$ cat src/rtl/batting_pkg.sv
// ---------------------------------------------------------------------------
// batting_pkg
//
// Shared definitions for the batting roulette wheel:
//   - outcome code constants (OUT, SINGLE, DOUBLE, TRIPLE, HOMERUN)
//   - wheel FSM state enum and pacer mode enum
//   - DEFAULT_MAP, the 13-slot outcome ring used by the classic game
//   - hitout_of(), the code -> one-hot {hit1,hit2,hit3,hit4,out} decode
// ---------------------------------------------------------------------------
package batting_pkg;

  // Outcome codes stored in each 3-bit slot of the map.
  localparam logic [2:0] CODE_OUT     = 3'd0;
  localparam logic [2:0] CODE_SINGLE  = 3'd1;
  localparam logic [2:0] CODE_DOUBLE  = 3'd2;
  localparam logic [2:0] CODE_TRIPLE  = 3'd3;
  localparam logic [2:0] CODE_HOMERUN = 3'd4;

  // Wheel control states.
  typedef enum logic [1:0] {
    IDLE  = 2'd0,
    SPIN  = 2'd1,
    COAST = 2'd2,
    HOLD  = 2'd3
  } wheel_state_e;

  // What the pacer is timing: nothing, steady spin, or deceleration.
  typedef enum logic [1:0] {
    PACE_HALT  = 2'd0,
    PACE_SPIN  = 2'd1,
    PACE_COAST = 2'd2
  } pace_mode_e;

  // Slots 0..12, slot i at bits [3i+2:3i]; listed here from slot 12 down.
  localparam logic [38:0] DEFAULT_MAP = {
    CODE_OUT,      // 12
    CODE_HOMERUN,  // 11
    CODE_DOUBLE,   // 10
    CODE_TRIPLE,   //  9
    CODE_OUT,      //  8
    CODE_OUT,      //  7
    CODE_OUT,      //  6
    CODE_OUT,      //  5
    CODE_OUT,      //  4
    CODE_SINGLE,   //  3
    CODE_OUT,      //  2
    CODE_OUT,      //  1
    CODE_OUT       //  0
  };

  // One-hot {hit1,hit2,hit3,hit4,out}; unused codes 5..7 decode to nothing.
  function automatic logic [4:0] hitout_of(input logic [2:0] code);
    logic [4:0] onehot;
    case (code)
      CODE_OUT:     onehot = 5'b00001;
      CODE_SINGLE:  onehot = 5'b10000;
      CODE_DOUBLE:  onehot = 5'b01000;
      CODE_TRIPLE:  onehot = 5'b00100;
      CODE_HOMERUN: onehot = 5'b00010;
      default:      onehot = 5'b00000;
    endcase
    return onehot;
  endfunction

endpackage

$ cat src/rtl/batting_pacer.sv
// ---------------------------------------------------------------------------
// batting_pacer
//
// Timing engine for the wheel. Counts clock cycles between slot advances:
//   PACE_SPIN  : one advance every PRESCALE cycles
//   PACE_COAST : step k advances after PRESCALE*(k+2) cycles, k = 0,1,...
//   PACE_HALT  : counter frozen, no advances
// A clear zeroes both the pace counter and the coast step counter; it takes
// priority over counting but does not suppress an advance due that cycle.
//
// Parameters:
//   PRESCALE     cycles per slot advance while spinning (>=1)
//   COAST_STEPS  number of advances after release (1..15)
// Ports:
//   clk         clock
//   reset       synchronous, active-high
//   mode        pace_mode_e, selects spin/coast timing or halt
//   clear       zero pace counter and coast step
//   advance     one-cycle strobe: the wheel moves one slot on this edge
//   coast_done  one-cycle strobe: this advance is the final coast step
// ---------------------------------------------------------------------------
module batting_pacer
  import batting_pkg::*;
#(
  parameter int PRESCALE    = 1,
  parameter int COAST_STEPS = 4
) (
  input  logic       clk,
  input  logic       reset,
  input  pace_mode_e mode,
  input  logic       clear,
  output logic       advance,
  output logic       coast_done
);

  // Longest interval is the last coast step: PRESCALE*(COAST_STEPS+1).
  localparam int MAX_WAIT = PRESCALE * (COAST_STEPS + 1);
  localparam int CNT_W    = $clog2(MAX_WAIT + 1);

  logic [CNT_W-1:0] pace_cnt;
  logic [CNT_W-1:0] limit;
  logic [3:0]       step_k;
  logic             last_step;

  // NOTE: every signal written here gets a default first, so no path leaves
  // it unassigned and no latch is inferred.
  always_comb begin
    limit      = '0;
    advance    = 1'b0;
    coast_done = 1'b0;
    last_step  = (step_k == 4'(COAST_STEPS - 1));
    case (mode)
      PACE_SPIN:  limit = CNT_W'(PRESCALE - 1);
      PACE_COAST: limit = CNT_W'(PRESCALE * (int'(step_k) + 2) - 1);
      default:    limit = '0;
    endcase
    advance    = (mode != PACE_HALT) && (pace_cnt == limit);
    coast_done = (mode == PACE_COAST) && advance && last_step;
  end

  // NOTE: state registers use non-blocking assignment so every flop samples
  // pre-edge values regardless of statement order.
  always_ff @(posedge clk) begin
    if (reset || clear) begin
      pace_cnt <= '0;
      step_k   <= '0;
    end else if (advance) begin
      pace_cnt <= '0;
      if (mode == PACE_COAST) begin
        step_k <= last_step ? 4'd0 : step_k + 4'd1;
      end
    end else if (mode != PACE_HALT) begin
      pace_cnt <= pace_cnt + 1'b1;
    end
  end

endmodule

$ cat src/rtl/batting_wheel.sv
// ---------------------------------------------------------------------------
// batting_wheel
//
// Batting roulette wheel. A ring of NUM_SLOTS outcome slots rotates while
// spin is held, decelerates through COAST_STEPS slowing steps after release,
// then offers the landed outcome on a valid/ready handshake.
//
// Parameters:
//   NUM_SLOTS    number of slots (2..64)
//   SLOT_MAP     NUM_SLOTS x 3-bit outcome codes, slot i at [3i+2:3i]
//                (the default suits NUM_SLOTS=13; other sizes pass a map)
//   PRESCALE     cycles per slot advance while spinning (>=1)
//   COAST_STEPS  slot advances after release (1..15)
// Ports:
//   clk           clock
//   reset         synchronous, active-high
//   spin          level, high = wheel spinning
//   result_ready  consumer accepts the result
//   result_valid  landed result available (HOLD)
//   result_code   outcome code of the current slot
//   slot_idx      current slot
//   hitout        one-hot {hit1,hit2,hit3,hit4,out} of the current slot
//   busy          wheel is in SPIN or COAST
//   hits_total    (BATTING_WHEEL_STATS_EN only) accepted hits, saturating
//   outs_total    (BATTING_WHEEL_STATS_EN only) accepted outs, saturating
//
// Build option: define BATTING_WHEEL_STATS_EN to add the result counters.
// All outputs are registered; no input reaches an output combinationally.
// ---------------------------------------------------------------------------
module batting_wheel
  import batting_pkg::*;
#(
  parameter int                     NUM_SLOTS   = 13,
  parameter logic [3*NUM_SLOTS-1:0] SLOT_MAP    = DEFAULT_MAP,
  parameter int                     PRESCALE    = 1,
  parameter int                     COAST_STEPS = 4
) (
  input  logic                         clk,
  input  logic                         reset,
  input  logic                         spin,
  input  logic                         result_ready,
  output logic                         result_valid,
  output logic [2:0]                   result_code,
  output logic [$clog2(NUM_SLOTS)-1:0] slot_idx,
  output logic [4:0]                   hitout,
  output logic                         busy
`ifdef BATTING_WHEEL_STATS_EN
  ,
  output logic [7:0]                   hits_total,
  output logic [7:0]                   outs_total
`endif
);

  localparam int SLOT_W = $clog2(NUM_SLOTS);

  wheel_state_e      state;
  pace_mode_e        mode;
  logic              clear;
  logic              advance;
  logic              coast_done;
  logic              xfer;
  logic [SLOT_W-1:0] slot_next;
  logic [2:0]        code_next;

  // Pacer control: it runs only in SPIN/COAST. Clearing in IDLE keeps it
  // primed, and clearing on the release edge starts the coast from k=0.
  always_comb begin
    mode  = PACE_HALT;
    clear = 1'b0;
    case (state)
      IDLE:    clear = 1'b1;
      SPIN: begin
        mode  = PACE_SPIN;
        clear = !spin;
      end
      COAST:   mode = PACE_COAST;
      default: mode = PACE_HALT;
    endcase
  end

  batting_pacer #(
    .PRESCALE    (PRESCALE),
    .COAST_STEPS (COAST_STEPS)
  ) u_pacer (
    .clk        (clk),
    .reset      (reset),
    .mode       (mode),
    .clear      (clear),
    .advance    (advance),
    .coast_done (coast_done)
  );

  // Next slot on the ring and its code, so the decode can be registered on
  // the same edge as slot_idx.
  always_comb begin
    slot_next = (slot_idx == SLOT_W'(NUM_SLOTS - 1)) ? '0 : slot_idx + 1'b1;
    code_next = SLOT_MAP[3*int'(slot_next) +: 3];
  end

  assign xfer = result_valid && result_ready;

  always_ff @(posedge clk) begin
    if (reset) begin
      state        <= IDLE;
      slot_idx     <= '0;
      result_code  <= SLOT_MAP[2:0];
      hitout       <= hitout_of(SLOT_MAP[2:0]);
      result_valid <= 1'b0;
      busy         <= 1'b0;
    end else begin
      // The pacer only advances in SPIN/COAST, so HOLD keeps the slot frozen.
      if (advance) begin
        slot_idx    <= slot_next;
        result_code <= code_next;
        hitout      <= hitout_of(code_next);
      end

      case (state)
        IDLE: begin
          if (spin) begin
            state <= SPIN;
            busy  <= 1'b1;
          end
        end
        SPIN: begin
          if (!spin) begin
            state <= COAST;
          end
        end
        COAST: begin
          // Valid rises together with the final coast advance.
          if (coast_done) begin
            state        <= HOLD;
            busy         <= 1'b0;
            result_valid <= 1'b1;
          end
        end
        HOLD: begin
          if (xfer) begin
            state        <= IDLE;
            result_valid <= 1'b0;
          end
        end
        default: begin
          state        <= IDLE;
          busy         <= 1'b0;
          result_valid <= 1'b0;
        end
      endcase
    end
  end

`ifdef BATTING_WHEEL_STATS_EN
  // Tally accepted results; codes 5..7 count as neither hit nor out.
  always_ff @(posedge clk) begin
    if (reset) begin
      hits_total <= 8'd0;
      outs_total <= 8'd0;
    end else if (xfer) begin
      if (result_code == CODE_OUT) begin
        if (outs_total != 8'hFF) outs_total <= outs_total + 8'd1;
      end else if (result_code <= CODE_HOMERUN) begin
        if (hits_total != 8'hFF) hits_total <= hits_total + 8'd1;
      end
    end
  end
`else
  // Result counters are not built in this configuration.
`endif

endmodule

$ cat config.mk
export PLATFORM = sky130hd
export DESIGN_NAME = batting_wheel
export DESIGN_NICKNAME = d
export VERILOG_FILES = /design/src/rtl/batting_pkg.sv /design/src/rtl/batting_pacer.sv /design/src/rtl/batting_wheel.sv
export SDC_FILE = /design/constraint.sdc
export NUM_CORES = 1
export LEC_CHECK = 0
export ABC_CLOCK_PERIOD_IN_PS = 3200
export CORE_ASPECT_RATIO = 1.25
export CORE_MARGIN = 10
export CORE_UTILIZATION = 50
export CTS_CLUSTER_SIZE = 24
export DETAILED_ROUTE_END_ITERATION = 7
export GPL_ROUTABILITY_DRIVEN = 0
export PLACE_DENSITY_LB_ADDON = 0.1
export REMOVE_ABC_BUFFERS = 1
export SLEW_MARGIN = 20
export SYNTH_ARGS = -nofsm -noshare
export SYNTH_HDL_FRONTEND = slang
export SYNTH_SLANG_ARGS = --single-unit
$ cat constraint.sdc
create_clock -name clk -period 3.2 [get_ports clk]
set_clock_uncertainty 0.1 [all_clocks]
set_input_delay 0.8 -clock clk [delete_from_list [all_inputs] [get_ports clk]]
set_output_delay 0.8 -clock clk [all_outputs]
set_load 0.02 [all_outputs]
* After elaboration in Yosys (flattened, before gate mapping)
Cells that the tools add are included.
** Storage, ports and cells
- Register bits after elaboration :: 23
- Output and inout port bits :: 14
- Logic and storage cells :: 63
- Input port bits :: 4
** Operators by class
- Equal/unequal tests :: 15
- Shift-type cells :: 1
- $add $sub $neg :: 5
- Multiply operators :: 1
- Mux-type cells :: 17
- Reductions and logical operators :: 16
** Operators by type and width (number)
- variable part select 39 x 7 -> 3 bit, first input constant :: 1
- case mux 5 bit (5 select lines) :: 1
- adder 4 x 1 -> 4 bit, second input constant :: 2
- two-way mux 2 bit :: 4
- two-way mux 4 bit :: 2
- != test 2 bit, second input constant :: 4
- case mux 2 bit (4 select lines) :: 1
- equality test 2 bit, second input constant :: 3
- equality test 3 x 2 -> 1 bit, second input constant :: 2
- multiplier 2 x 4 -> 6 bit, first input constant :: 1
- case mux 1 bit (2 select lines) :: 3
- AND reduction 3 bit :: 2
- nonzero test 2 bit :: 3
- equality test 4 x 2 -> 1 bit, second input constant :: 1
- equality test 4 bit, second input constant :: 1
- logical AND 1 bit :: 4
- two-way mux 1 bit :: 4
- case mux 2 bit (2 select lines) :: 1
- AND reduction 4 bit :: 1
- adder 3 x 1 -> 3 bit, second input constant :: 1
- adder 3 x 2 -> 3 bit, second input constant :: 1
- equality test 3 x 1 -> 1 bit, second input constant :: 1
- equality test 3 bit :: 1
- equality test 3 bit, second input constant :: 1
- other kinds (9) :: 9

* Logic depth before layout (Yosys ltp)
- Depth in word-level cells :: 10
- Mapped depth :: 10
- Depth with buffers taken out :: 10

* Hierarchy
A second synthesis with hierarchy kept.
** Second synthesis, totals
- Cell total of the unflattened synthesis :: 173
- Area total of the unflattened synthesis :: 1522.7 um^2
** By module, submodules not included
- batting_wheel :: seq. area each 320.3 um^2, area an instance 945.9 um^2, cells each 109, times used 1
- batting_pacer :: seq. area each 140.1 um^2, area an instance 576.8 um^2, cells each 64, times used 1

* Worst setup path after synthesis
No wires, ideal clock.
- Kind :: register to register
- From :: register slot_idx[0]
- To :: register hitout[1]
- Data arrival time :: 2231 ps
- Clock period less this slack :: 2402 ps
- Path buffers :: 0
- Data required time :: 3030 ps
- Path slack :: 798 ps
- Library setup time :: 70 ps
- Stages on the path, launching flop included :: 10
- Cells stage by stage :: dfxtp_1 inv_1 ha_1 and2_1 a21oi_1 ha_1 inv_1 or3b_1 or4_1 a21oi_1
** Between the ends
- Longest elaborated chain between the ends :: 6
- Elaborated cells on any way between the ends :: 11
- Those cells by class :: add/sub (1); mul (1); eq/ne (5); shift (1); mux (2); reduce/logical (1)
** RTL lines
- from (decl) :: RTL line batting_wheel.sv:44 : output logic [$clog2(NUM_SLOTS)-1:0] slot_idx,
- from (signal assigned) :: RTL line batting_wheel.sv:113 : slot_idx <= slot_next;
- adder 4 x 1 -> 4 bit or equality test 4 bit (tied branches) :: RTL line batting_wheel.sv:96 : slot_next = (slot_idx == SLOT_W'(NUM_SLOTS - 1)) ? '0 : slot_idx + 1'b1;
- two-way mux 4 bit * :: RTL line batting_wheel.sv:96
- named net slot_next[0] :: RTL line batting_wheel.sv:62 : logic [SLOT_W-1:0] slot_next;
- multiplier 2 x 4 -> 6 bit * :: RTL line batting_wheel.sv:97 : code_next = SLOT_MAP[3*int'(slot_next) +: 3];
- variable part select 39 x 7 -> 3 bit * :: RTL line batting_wheel.sv:97
- equality test 3 bit, or another cell as far along :: RTL line batting_pkg.sv:54 : case (code)
- case mux 5 bit (5 select lines) * :: RTL line batting_pkg.sv:54
- to (signal assigned) :: RTL line batting_wheel.sv:107 : hitout <= hitout_of(SLOT_MAP[2:0]);
- to (signal assigned) :: RTL line batting_wheel.sv:115 : hitout <= hitout_of(code_next);
- to (decl) :: RTL line batting_wheel.sv:45 : output logic [4:0] hitout,
Mark *: on every way through the listed nets, which the timed path passes. The rest lies on a longest branch.
A chain may end at the register's enable or synchronous reset.

* Final worst setup path
Same ends and word-level chain as after synthesis.

==> run summary <==
The most common cell after layout, fill and taps aside is dfxtp_1. In this run the deepest clock path goes through 2 buffers. Yosys printed 0 warnings. TritonCTS built the clock tree. In this run the cell area of the synthesized design comes to 1420 um^2.

The average routed wire per standard cell was 15.0 um; the number of port buffers was 17. Number of setup violations in the final report: 0. The type of the setup path with the least slack was register to register. The tools report the source of the critical timing path as slot_idx[0].

In the final layout, the multi-input gates occupy 900 um^2. The startpoint identified for the worst hold timing path is hitout[4]. For the number of filler cells placed in the layout, the log shows 256. The number of cell rows is 21, and the residual antenna-violating net count after detailed routing is 0. The tools report the final-report max-slew violation count as 0.

The number of antenna diodes in the final layout is 0. The H-tree depth was 1. Total power for the finished layout comes to 0.00123 W. The slew at the pin closest to its max-slew limit came out at 0.520 ns. Leaving out filler cells and counting taps, the final layout contains 222. The routed design could run at a clock period as short as 2.48 ns.

The final net count is 204, and the worst slew margin relative to its limit is 0.651. The die is 67.6 um wide. The run gives 0 as the initial antenna violation count. After detailed routing, the total wire length is 3340 um. The run gives 0.524 as the initial cell density of the core. The classification of the worst-slack hold path was register to register. Data on the critical path is required at its endpoint by 3.35 ns.

The count of instances resized after the clock tree is built was 0; the die span in y was 79.6 um. The run gives 0.478 mV as the peak ir drop on the vdd network. Critical register-to-register path startpoint: slot_idx[0]. The type of element capturing the critical path is a register. Number of instances in the synthesized netlist: 170.

The tools report the number of buffers inserted during clock tree synthesis as 3. Hold repair after CTS inserted 0 buffers. Walking the worst path, the cells encountered are inv_1 -> ha_1 -> and2_1 -> a21oi_1 -> ha_1 -> inv_1 -> or3b_1 -> or4_1 -> a21oi_1.

The later pin in the worst-skew pair is clocked with a latency of 0.31 ns. On the critical path, the stage with the largest delay is an instance of dfxtp_1. The register bit count reported by yosys is 23. The run gives 0 as the final hold violation count.

The worst setup path is launched from a register. The post-route fraction of the period consumed by the critical path works out to 0.774. Counting distinct cell types in the post-synthesis netlist gives 45. The stage delay of the slowest cell on the critical path works out to 0.48 ns. The logs give 5380 um^2 for the die area and 460 um^2 for the combined flip-flop and latch cell area. The number of vias per cell after detailed routing is 5.86, and the post-CTS setup repair buffer count is 0. Each instance of the synthesized netlist takes up on average 8.35 um^2. The fraction of final layout cells sized beyond drive strength 1 works out to 0.0585. The largest net degree at the start of global routing was 16.

At the worst endpoint, the arrival time is 2.63 ns. The run finished with clean final reports. The highest achievable clock rate is 0.404 GHz, and the core footprint is 2710 um^2. Summed over all failing endpoints, the final setup total negative slack is 0 ns. For this design, the sink count on the clock tree is 23. In this run the power density over the cells is 747 nW/um^2. The via count of the first global-routing pass was 1356. In this run the count of I/O pins placed on the die edge is 18. For this design the static power due to leakage is 0.590 nW. In the routed design, unresolved DRC markers number 0. Setup repair after global routing left no endpoint under its margin. The tools report the global router's overall resource usage as 0.132.

For this run, the detailed router's first-pass iteration total came to 4. For the total vias in the final route, the log shows 1301. The top cell types in the final layout, fill and taps aside, are dfxtp_1, clkdlybuf4s50_1, a21oi_1, nor2_1. The clock edge transition at the registers on the reported setup and hold paths works out to 0.13 ns.

The signed area change from the synthesized netlist to the final layout was 16.4%; the number of max-cap violations was 0. The total congestion overflow is 0. Once placement completed, the tool counted placed cells totaling 218. The tools report the sequential area share after synthesis as 0.325. The tools report the half-perimeter wire length of the detailed placement result as 2570 um. The detailed router finished its first iteration with 81 violations. The first global-routing pass estimated 5750 um of wire.

In this run the clock root is driven by a clkbuf_4. The final standard cell utilization of the core is 0.610. The highest net fanout along the worst path was 8.
==> path summary, 6_finish.rpt <==
kind	endpoint	slack, ns	depth (start not counted)
setup / recovery	hitout[1]	0.72	9
hold / removal	hitout[4]	0.39	2
hold reg to reg	hitout[4]	0.39	2
setup reg to reg	hitout[1]	0.72	9
==> stage by stage <==
step	area [um^2]	hold WS, ns	setup slack [ns]
2_1_floorplan	1390	0.367	0.799
3_3_place_gp	1630	0.351	0.875
3_5_place_dp	1630	0.367	0.770
4_1_cts	1650	0.385	0.724
5_1_grt	1650	0.417	0.524
6_report	1650	0.385	0.723
==> cells by family (layout without fill, tap and decap cells) <==
group                      count (synthesis)  after routing  synth area share
and+or+nand+nor                           66             66             0.256
AOI/OAI and AO/OA                         43             43             0.195
DFF                                       23             23             0.325
buffers and inverters                     14             32            0.0414
adders and majority gates                 11             11            0.0970
xor gates and xnor gates                   7              7            0.0432
muxes                                      6              6            0.0432
==> critical path, delay by kind of cell (launching register included) <==
kind                       cells  cell delay (ns)
DFF                            1             0.48
adders and majority gates      2             0.39
buffers and inverters          2             0.16
AOI/OAI and AO/OA              2             0.36
and+or+nand+nor                3             0.93
==> synthesized netlist by cell type (all sizes together) <==
cell type  number  area share
xnor2           3       0.019
and2b           1      0.0053
nand3           8       0.028
ha             11       0.097
nand2b          7       0.031
a22oi           1      0.0053
o41ai           2       0.018
nand4b          1      0.0062
nor3b           2       0.011
o211ai          1      0.0053
a31oi           2       0.013
or4             3       0.016
a21oi          15       0.053
nor2           13       0.034
nand4bb         1      0.0079
a221oi          1      0.0062
o22a            1      0.0062
a21boi          2       0.011
nor4            1      0.0044
a21o            2       0.011
and2            3       0.014
o32ai           2       0.012
mux2            1      0.0079
or3b            2       0.012
o21ai          12       0.042
clkbuf          3      0.0079
buf             3       0.012
xor2            4       0.025
nor3            9       0.032
inv             8       0.021
dfxtp          23        0.32
nand4           2      0.0088
mux2i           5       0.035
a211oi          1      0.0053
a311o           1      0.0071
or4b            1      0.0071
nand3b          1      0.0053
nand2           9       0.024
nor2b           2      0.0088
==> report_power, final <==
group          switching [W]  internal [W]  total, W
registers          0.0000561      0.000333  0.000389
clock network      0.0000849     0.0000486  0.000134
logic               0.000421      0.000290  0.000711
total               0.000562      0.000671   0.00123
==> sequential cells by signal (all words and copies together) (netlist names) <==
signal            cells
slot_idx              4
u_pacer.pace_cnt      3
state                 2
result_valid          1
result_code           3
u_pacer.step_k        4
hitout                5
busy                  1
==> area by class of cell <==
type,count,share of cell area
timing repair buffer,20,0.117
inverter,8,0.0182
multi-input combinational,133,0.545
sequential,23,0.279
tap,34,0.0258
clock buffer,4,0.0159
==> metal layers <==
| layer | routed length [um] | up-vias | global-route usage |
|---|---|---|---|
| li1 | - | 653 | - |
| met1 | 1360 | 619 | 0.131 |
| met2 | 1780 | 21 | 0.244 |
| met3 | 120 | 8 | 0.0267 |
| met4 | 80 | 0 | 0.0700 |
| met5 | 0 | - | 0 |
No activity file was read; power rests on OpenSTA's default activity.
